### config.mk
export PLATFORM = sky130hd
export DESIGN_NAME = flit_out_sched_flat
export DESIGN_NICKNAME = d
export VERILOG_FILES = /design/src/rtl/flit_out_sched_pkg.sv /design/src/rtl/flit_out_sched_if.sv /design/src/rtl/flit_due_track.sv /design/src/rtl/flit_out_sched.sv /design/src/flat_wrapper.sv
export SDC_FILE = /design/constraint.sdc
export NUM_CORES = 1
export LEC_CHECK = 0
export BUFFER_PORTS_ARGS = -buffer_cell sky130_fd_sc_hd__buf_2
export CAP_MARGIN = 25
export CORE_MARGIN = 1
export CORE_UTILIZATION = 45
export CTS_CLUSTER_SIZE = 14
export DETAILED_ROUTE_END_ITERATION = 10
export MAX_ROUTING_LAYER = met4
export PLACE_DENSITY_LB_ADDON = 0.3
export SETUP_SLACK_MARGIN = 0.15
export SLEW_MARGIN = 20
export SYNTH_ARGS = -nofsm -noshare
export SYNTH_HDL_FRONTEND = slang
export SYNTH_SLANG_ARGS = --single-unit
### constraint.sdc
create_clock -name clock -period 12.35 [get_ports clock]
set_clock_uncertainty 0.05 [all_clocks]
set_input_delay 3.0875 -clock clock [delete_from_list [all_inputs] [get_ports clock]]
set_output_delay 3.0875 -clock clock [all_outputs]
set_load 0.02 [all_outputs]
### src/rtl/flit_out_sched_pkg.sv
// Shared constants and FSM encoding for the flit output scheduler.
package flit_out_sched_pkg;

  // Timestamp / time-difference width used throughout the router model.
  localparam int unsigned TS_WIDTH = 8;

  // Default scheduler geometry.
  localparam int unsigned N_DEFAULT     = 4;
  localparam int unsigned IDX_W_DEFAULT = 2;

  typedef enum logic [0:0] {
    StIdle  = 1'b0,
    StOffer = 1'b1
  } sched_state_e;

endpackage

### src/rtl/flit_out_sched_if.sv
// Queue-side and downstream-side handshake bundle of the flit output scheduler.
interface flit_out_sched_if
  import flit_out_sched_pkg::*;
#(
  parameter int unsigned N     = N_DEFAULT,
  parameter int unsigned TS_W  = TS_WIDTH,
  parameter int unsigned IDX_W = IDX_W_DEFAULT
);

  logic [N-1:0]      in_valid;
  logic [N*TS_W-1:0] in_timestamp;
  logic [N-1:0]      in_dequeue;
  logic              out_valid;
  logic [IDX_W-1:0]  out_sel;
  logic [TS_W-1:0]   out_timestamp;
  logic              out_ack;

  // Scheduler side.
  modport master (
    input  in_valid,
    input  in_timestamp,
    output in_dequeue,
    output out_valid,
    output out_sel,
    output out_timestamp,
    input  out_ack
  );

  // Queues plus downstream consumer side.
  modport slave (
    output in_valid,
    output in_timestamp,
    input  in_dequeue,
    input  out_valid,
    input  out_sel,
    input  out_timestamp,
    output out_ack
  );

endinterface

### src/rtl/flit_due_track.sv
// Per-queue due tracking: time difference, wrap-safe sticky readiness and age.
module flit_due_track
  import flit_out_sched_pkg::*;
#(
  parameter int unsigned TS_W = TS_WIDTH
) (
  input  logic            clock,
  input  logic            reset,
  input  logic [TS_W-1:0] sim_time,
  input  logic            valid,
  input  logic [TS_W-1:0] timestamp,
  input  logic            dequeue,
  output logic            rdy,
  output logic [TS_W:0]   age
);

  logic [TS_W-1:0] diff;
  logic            w_rdy;
  logic            s_rdy_q, s_rdy_d;

  // Due test on the modular difference; MSB set means "in the future".
  always_comb begin
    diff  = sim_time - timestamp;
    w_rdy = valid & ~diff[TS_W-1];
  end

  // Sticky ready remembers a due head once diff wraps; dequeue or empty clears it.
  always_comb begin
    s_rdy_d = s_rdy_q | w_rdy;
    if (!valid || dequeue) begin
      s_rdy_d = 1'b0;
    end
  end

  // Readiness and comparison age; a wrapped sticky head saturates as oldest.
  always_comb begin
    // Gate sticky with valid so an emptied queue never wins in its drop cycle.
    rdy = w_rdy | (s_rdy_q & valid);
    age = '0;
    if (w_rdy) begin
      age = {1'b0, diff};
    end else if (s_rdy_q) begin
      age = {1'b1, {TS_W{1'b0}}};
    end
  end

  // Sticky ready register.
  always_ff @(posedge clock) begin
    if (reset) begin
      s_rdy_q <= 1'b0;
    end else begin
      s_rdy_q <= s_rdy_d;
    end
  end

endmodule

### src/rtl/flit_out_sched.sv
// Oldest-first, round-robin tie-broken output scheduler over N flit queues.
module flit_out_sched
  import flit_out_sched_pkg::*;
#(
  parameter int unsigned N     = N_DEFAULT,
  parameter int unsigned TS_W  = TS_WIDTH,
  parameter int unsigned IDX_W = IDX_W_DEFAULT
) (
  input  logic              clock,
  input  logic              reset,
  input  logic [TS_W-1:0]   sim_time,
  flit_out_sched_if.master  bus,
  output logic              err_lost
);

  logic [N-1:0]     rdy;
  logic [TS_W:0]    age [N];
  logic [N-1:0]     deq;

  logic             win_found;
  logic [IDX_W-1:0] win_idx;
  logic [TS_W:0]    win_age;
  logic [TS_W-1:0]  ts_winner;

  sched_state_e     state_q, state_d;
  logic [IDX_W-1:0] out_sel_q, out_sel_d;
  logic [TS_W-1:0]  out_ts_q, out_ts_d;
  logic [IDX_W-1:0] rr_q, rr_d;
  logic             err_q, err_d;

  for (genvar i = 0; i < N; i++) begin : g_track
    flit_due_track #(
      .TS_W(TS_W)
    ) u_track (
      .clock    (clock),
      .reset    (reset),
      .sim_time (sim_time),
      .valid    (bus.in_valid[i]),
      .timestamp(bus.in_timestamp[i*TS_W +: TS_W]),
      .dequeue  (deq[i]),
      .rdy      (rdy[i]),
      .age      (age[i])
    );
  end

  // Scan from rr onward; strict '>' keeps the earliest index in rr order on ties.
  always_comb begin
    logic [IDX_W-1:0] idx;
    win_found = 1'b0;
    win_idx   = '0;
    win_age   = '0;
    idx       = '0;
    for (int k = 0; k < int'(N); k++) begin
      idx = IDX_W'((int'(rr_q) + k) % int'(N));
      if (rdy[idx] && (!win_found || (age[idx] > win_age))) begin
        win_found = 1'b1;
        win_idx   = idx;
        win_age   = age[idx];
      end
    end
    ts_winner = bus.in_timestamp[int'(win_idx)*TS_W +: TS_W];
  end

  // Offer FSM: latch winner in idle, hold the offer until ack or loss.
  always_comb begin
    state_d   = state_q;
    out_sel_d = out_sel_q;
    out_ts_d  = out_ts_q;
    rr_d      = rr_q;
    err_d     = err_q;
    deq       = '0;
    unique case (state_q)
      StIdle: begin
        if (win_found) begin
          out_sel_d = win_idx;
          out_ts_d  = ts_winner;
          state_d   = StOffer;
        end
      end
      StOffer: begin
        if (bus.out_ack) begin
          // Ack wins over a same-cycle valid drop; reset suppresses the pop.
          deq[out_sel_q] = ~reset;
          rr_d           = (out_sel_q == IDX_W'(N - 1)) ? '0 : out_sel_q + 1'b1;
          state_d        = StIdle;
        end else if (!bus.in_valid[out_sel_q]) begin
          err_d   = 1'b1;
          state_d = StIdle;
        end
      end
      default: state_d = StIdle;
    endcase
  end

  // State, offer and pointer registers.
  always_ff @(posedge clock) begin
    if (reset) begin
      state_q   <= StIdle;
      out_sel_q <= '0;
      out_ts_q  <= '0;
      rr_q      <= '0;
      err_q     <= 1'b0;
    end else begin
      state_q   <= state_d;
      out_sel_q <= out_sel_d;
      out_ts_q  <= out_ts_d;
      rr_q      <= rr_d;
      err_q     <= err_d;
    end
  end

  assign bus.in_dequeue    = deq;
  assign bus.out_valid     = (state_q == StOffer);
  assign bus.out_sel       = out_sel_q;
  assign bus.out_timestamp = out_ts_q;
  assign err_lost          = err_q;

endmodule

### src/flat_wrapper.sv
// flat-port wrapper written by rule: the top's interface ports become plain ports
module flit_out_sched_flat import flit_out_sched_pkg::*;
#(
  parameter int unsigned N     = N_DEFAULT,
  parameter int unsigned TS_W  = TS_WIDTH,
  parameter int unsigned IDX_W = IDX_W_DEFAULT
)
  (clock, reset, sim_time, err_lost, bus_in_valid, bus_in_timestamp, bus_in_dequeue, bus_out_valid, bus_out_sel, bus_out_timestamp, bus_out_ack);
  flit_out_sched_if #(.N(N), .TS_W(TS_W), .IDX_W(IDX_W)) bus_i ();
  input  logic clock;
  input  logic reset;
  input  logic [TS_W-1:0] sim_time;
  output logic err_lost;
  input wire logic [$bits(bus_i.in_valid)-1:0] bus_in_valid;
  input wire logic [$bits(bus_i.in_timestamp)-1:0] bus_in_timestamp;
  output wire logic [$bits(bus_i.in_dequeue)-1:0] bus_in_dequeue;
  output wire logic [$bits(bus_i.out_valid)-1:0] bus_out_valid;
  output wire logic [$bits(bus_i.out_sel)-1:0] bus_out_sel;
  output wire logic [$bits(bus_i.out_timestamp)-1:0] bus_out_timestamp;
  input wire logic [$bits(bus_i.out_ack)-1:0] bus_out_ack;
  assign bus_i.in_valid = bus_in_valid;
  assign bus_i.in_timestamp = bus_in_timestamp;
  assign bus_in_dequeue = bus_i.in_dequeue;
  assign bus_out_valid = bus_i.out_valid;
  assign bus_out_sel = bus_i.out_sel;
  assign bus_out_timestamp = bus_i.out_timestamp;
  assign bus_i.out_ack = bus_out_ack;
  flit_out_sched #(.N(N), .TS_W(TS_W), .IDX_W(IDX_W)) u_core (.clock(clock), .reset(reset), .sim_time(sim_time), .bus(bus_i), .err_lost(err_lost));
endmodule
==> metrics.md <==
| Metric | Value |
|---|---|
| Num CTS Buffers | `3` |
| Postcts setup bufs | `0` |
| Pwr dens | `between 100 and 150 nW/um2` |
| Max clock buf depth | `2` |
| Post-Synthesis Cells | `630` |
| Crit start category | `input pin` |
| HPWL Detailed | `12200 um` |
| Routed vias | `4929` |
| Mapped Avg Cell Area | `7.41 um2` |
| Max Cap Viol | `0` |
| Resize count post-CTS | `0` |
| Worst r2r src | `u_core.rr_q[0]$_SDFFE_PP0P_` |
| Largest net degree at the start of global routing | `a little under 60` |
| Routed len/inst | `18.3 um` |
| ANT cells | `0` |
| Total congestion overflow | `0` |
| WL final | `14700 um` |
| Arr. time, crit path | `11.73 ns` |
| Area leader, netlist | `ha_1` |
| Initial Utilization | `47.1%` |
| Final nets | `just under 800` |
| Asr flop ratio synth | `0%` |
| Antenna violations before repair | `0` |
| Status | `complete, no violations` |
| Synthesis Warnings | `0` |
| WS Path Type | `input pin to register` |
| HP Class | `register to register` |
| Die area | `10800 um2` |
| Hold_buf cts | `0` |
| Worst Setup End Kind | `register` |
| Tmin final | `11.61 ns` |
| FMAX | `0.0861 GHz` |
| Synth Flop Type | `dfxtp_1` |
| CTS root buf | `clkbuf_8` |
| Critical R2R Capture | `u_core.bus.out_timestamp[7]$_SDFFE_PP0P_` |
| H-tree levels | `1` |
| IO Pins | `63` |
| Inst Count DP | `803` |
| Initial DRT Pass Iterations | `5` |
| CP max-delay cell | `a2111o_1` |
| Period utilisation layout | `94.0%` |
| Netlist cell types | `a little over 70` |
| Area grow syn2layout | `9.92%` |
| Setup TNS | `0 ns` |
| Xor/xnor share of the synthesized area | `4.88%` |
| 1st-iter DRT viols | `between 300 and 400` |
| First-pass GRT wire length | `23500 um` |
| RSZ-0062 raised after global routing | `no` |
| Reg2Reg Setup Slack | `between 3 and 4 ns` |
| Pins Over Slew Limit | `0` |
| Top-area cell type share of the netlist area | `15.8%` |
| Clock latency at the later pin of the worst-skew pair | `0.26 ns` |
| Clock transition at path regs | `0.08 ns` |
| Core footprint | `9910 um2` |
| CP startpoint | `sim_time[0]` |
| Post-synth top cells | `ha_1, nand2_1, nor2_1` |
| Port bufs | `just over 60` |
| Sequential fraction of the synthesis area | `under 10%` |
| Mux contribution to synthesized area | `13.8%` |
| Cell Rows | `36` |
| Max-slew headroom | `49.9%` |
| Maximum vdd drop | `0.0980 mV` |
| RePlAce Congestion | `1.01` |
| Post-synthesis cell area | `4670 um2` |
| CP Max Fanout | `11` |
| EDFF count, synth | `0` |
| Compound-Gate Fraction of Synth Area | `~29%` |
| Synth area leaders | `ha_1, dfxtp_1, mux2i_1, mux2_2, nand2_1` |
| DRC violation count after routing | `0` |
| Final setup fails | `0` |
| Critical path endpoint | `u_core.bus.out_timestamp[7]$_SDFFE_PP0P_` |
| FF-to-FF path depth | `35` |
| Worst Tran Pin Value | `roughly 0.75 ns` |
| Vias in the first global route | `approximately 4.6k` |
| Final Hold Viols | `0` |
| Die X-Extent | `104 um` |
| CP required | `12.46 ns` |
| LEAKAGE | `2.37 nW` |
| Share of post-route cells with drive strength above 1 | `between 15 and 20%` |
| Die Y | `104 um` |
| CTS tree | `yes` |
| GR Util All Layers | `a little over a quarter` |
| Crit-path max cell delay | `approximately 0.4 ns` |
| Crit-path most repeated cell | `a21o_1` |
| # clock sinks | `18` |
| Remaining antenna violation count | `0` |
| Largest family of logic cells by synthesized area | `compound AO/OA/AOI/OAI gates` |
| Hold-critical path depth | `2` |
| Adder-cell area share of the yosys netlist | `17.5%` |
| Drt via density | `6.11` |
| Post-Layout Cell Count | `approximately 800` |
| Post-Synth Simple-Gate Area | `slightly below 20%` |
| FF+latch count, synth | `18` |
==> worst max-delay path: cells and delay by family <==
kind	cells	cell delay (ns)
adders and majority gates	5	1.34
buffers and inverters	4	0.42
muxes	4	1.21
AOI/OAI and AO/OA	19	4.10
xor gates and xnor gates	1	0.14
and+or+nand+nor	9	1.44
==> report_power, final <==
group	internal, mW	switching, mW
Combinational	0.187	0.272
Clock	0.0284	0.0227
Sequential	0.0714	0.0146
Total	0.287	0.309
==> cells by family after synthesis <==
| group | Yosys count |
|---|---|
| AOI/OAI and AO/OA | 191 |
| muxes | 57 |
| xor gates and xnor gates | 26 |
| adders and majority gates | 63 |
| buffers and inverters | 83 |
| DFF | 18 |
| and+or+nand+nor | 190 |
| other | 2 |
==> metal layers <==
| layer | vias to the layer above | routed length (um) | GRT usage (%) |
|---|---|---|---|
| met2 | 232 | 6690 | 44.7 |
| met5 | - | 0 | - |
| li1 | 2397 | - | - |
| met1 | 2266 | 6680 | 36.4 |
| met4 | 0 | 487 | 8.98 |
| met3 | 34 | 879 | 1.32 |
==> registers in the layout, indices dropped and copies added (netlist names) <==
name	cells
u_core.err_lost	1
u_core.bus.out_timestamp	8
u_core.g_track.u_track.s_rdy_q	4
u_core.rr_q	2
u_core.bus.out_valid	1
u_core.bus.out_sel	2
==> stage by stage <==
stage	hold slack, ns	util (%)	instance area, um2	setup WS, ns	power, mW
final	0.444	51.8	5130	0.736	0.596
after global routing	0.455	51.8	5130	0.211	0.642
after CTS	0.445	51.7	5120	0.680	0.585
after detailed placement	0.417	51.1	5070	0.428	0.532
after global placement	0.408	51.1	5070	0.555	0.527
after floorplan	0.505	-	4680	1.06	0.421
==> layout make-up <==
cell class	instances	area [um2]
inverter	47	176
clock buffer	4	55.1
multi-input combinational	533	3980
tap	133	166
timing repair buffer	72	385
fill	971	4780
sequential	18	362
==> cells in the final DEF, fill, tap and decap left out, drive strengths merged, types with 18 or more instances in the layout <==
cell type,count
buf,72
nand2,59
ha,59
nor2,50
inv,47
a21oi,40
mux2i,30
o21ai,26
nand3,24
mux2,24
a21o,18
dfxtp,18
==> worst min-delay path by stage <==
stage               slack [ns]                         start                      endpoint
floorplan                 0.50  u_core.err_lost$_SDFFE_PP0P_  u_core.err_lost$_SDFFE_PP0P_
global placement          0.41  u_core.err_lost$_SDFFE_PP0P_  u_core.err_lost$_SDFFE_PP0P_
detailed placement        0.42  u_core.err_lost$_SDFFE_PP0P_  u_core.err_lost$_SDFFE_PP0P_
CTS                       0.45  u_core.err_lost$_SDFFE_PP0P_  u_core.err_lost$_SDFFE_PP0P_
global route              0.46  u_core.err_lost$_SDFFE_PP0P_  u_core.err_lost$_SDFFE_PP0P_
finish                    0.44  u_core.err_lost$_SDFFE_PP0P_  u_core.err_lost$_SDFFE_PP0P_
Power figures use the tool's default switching activity.
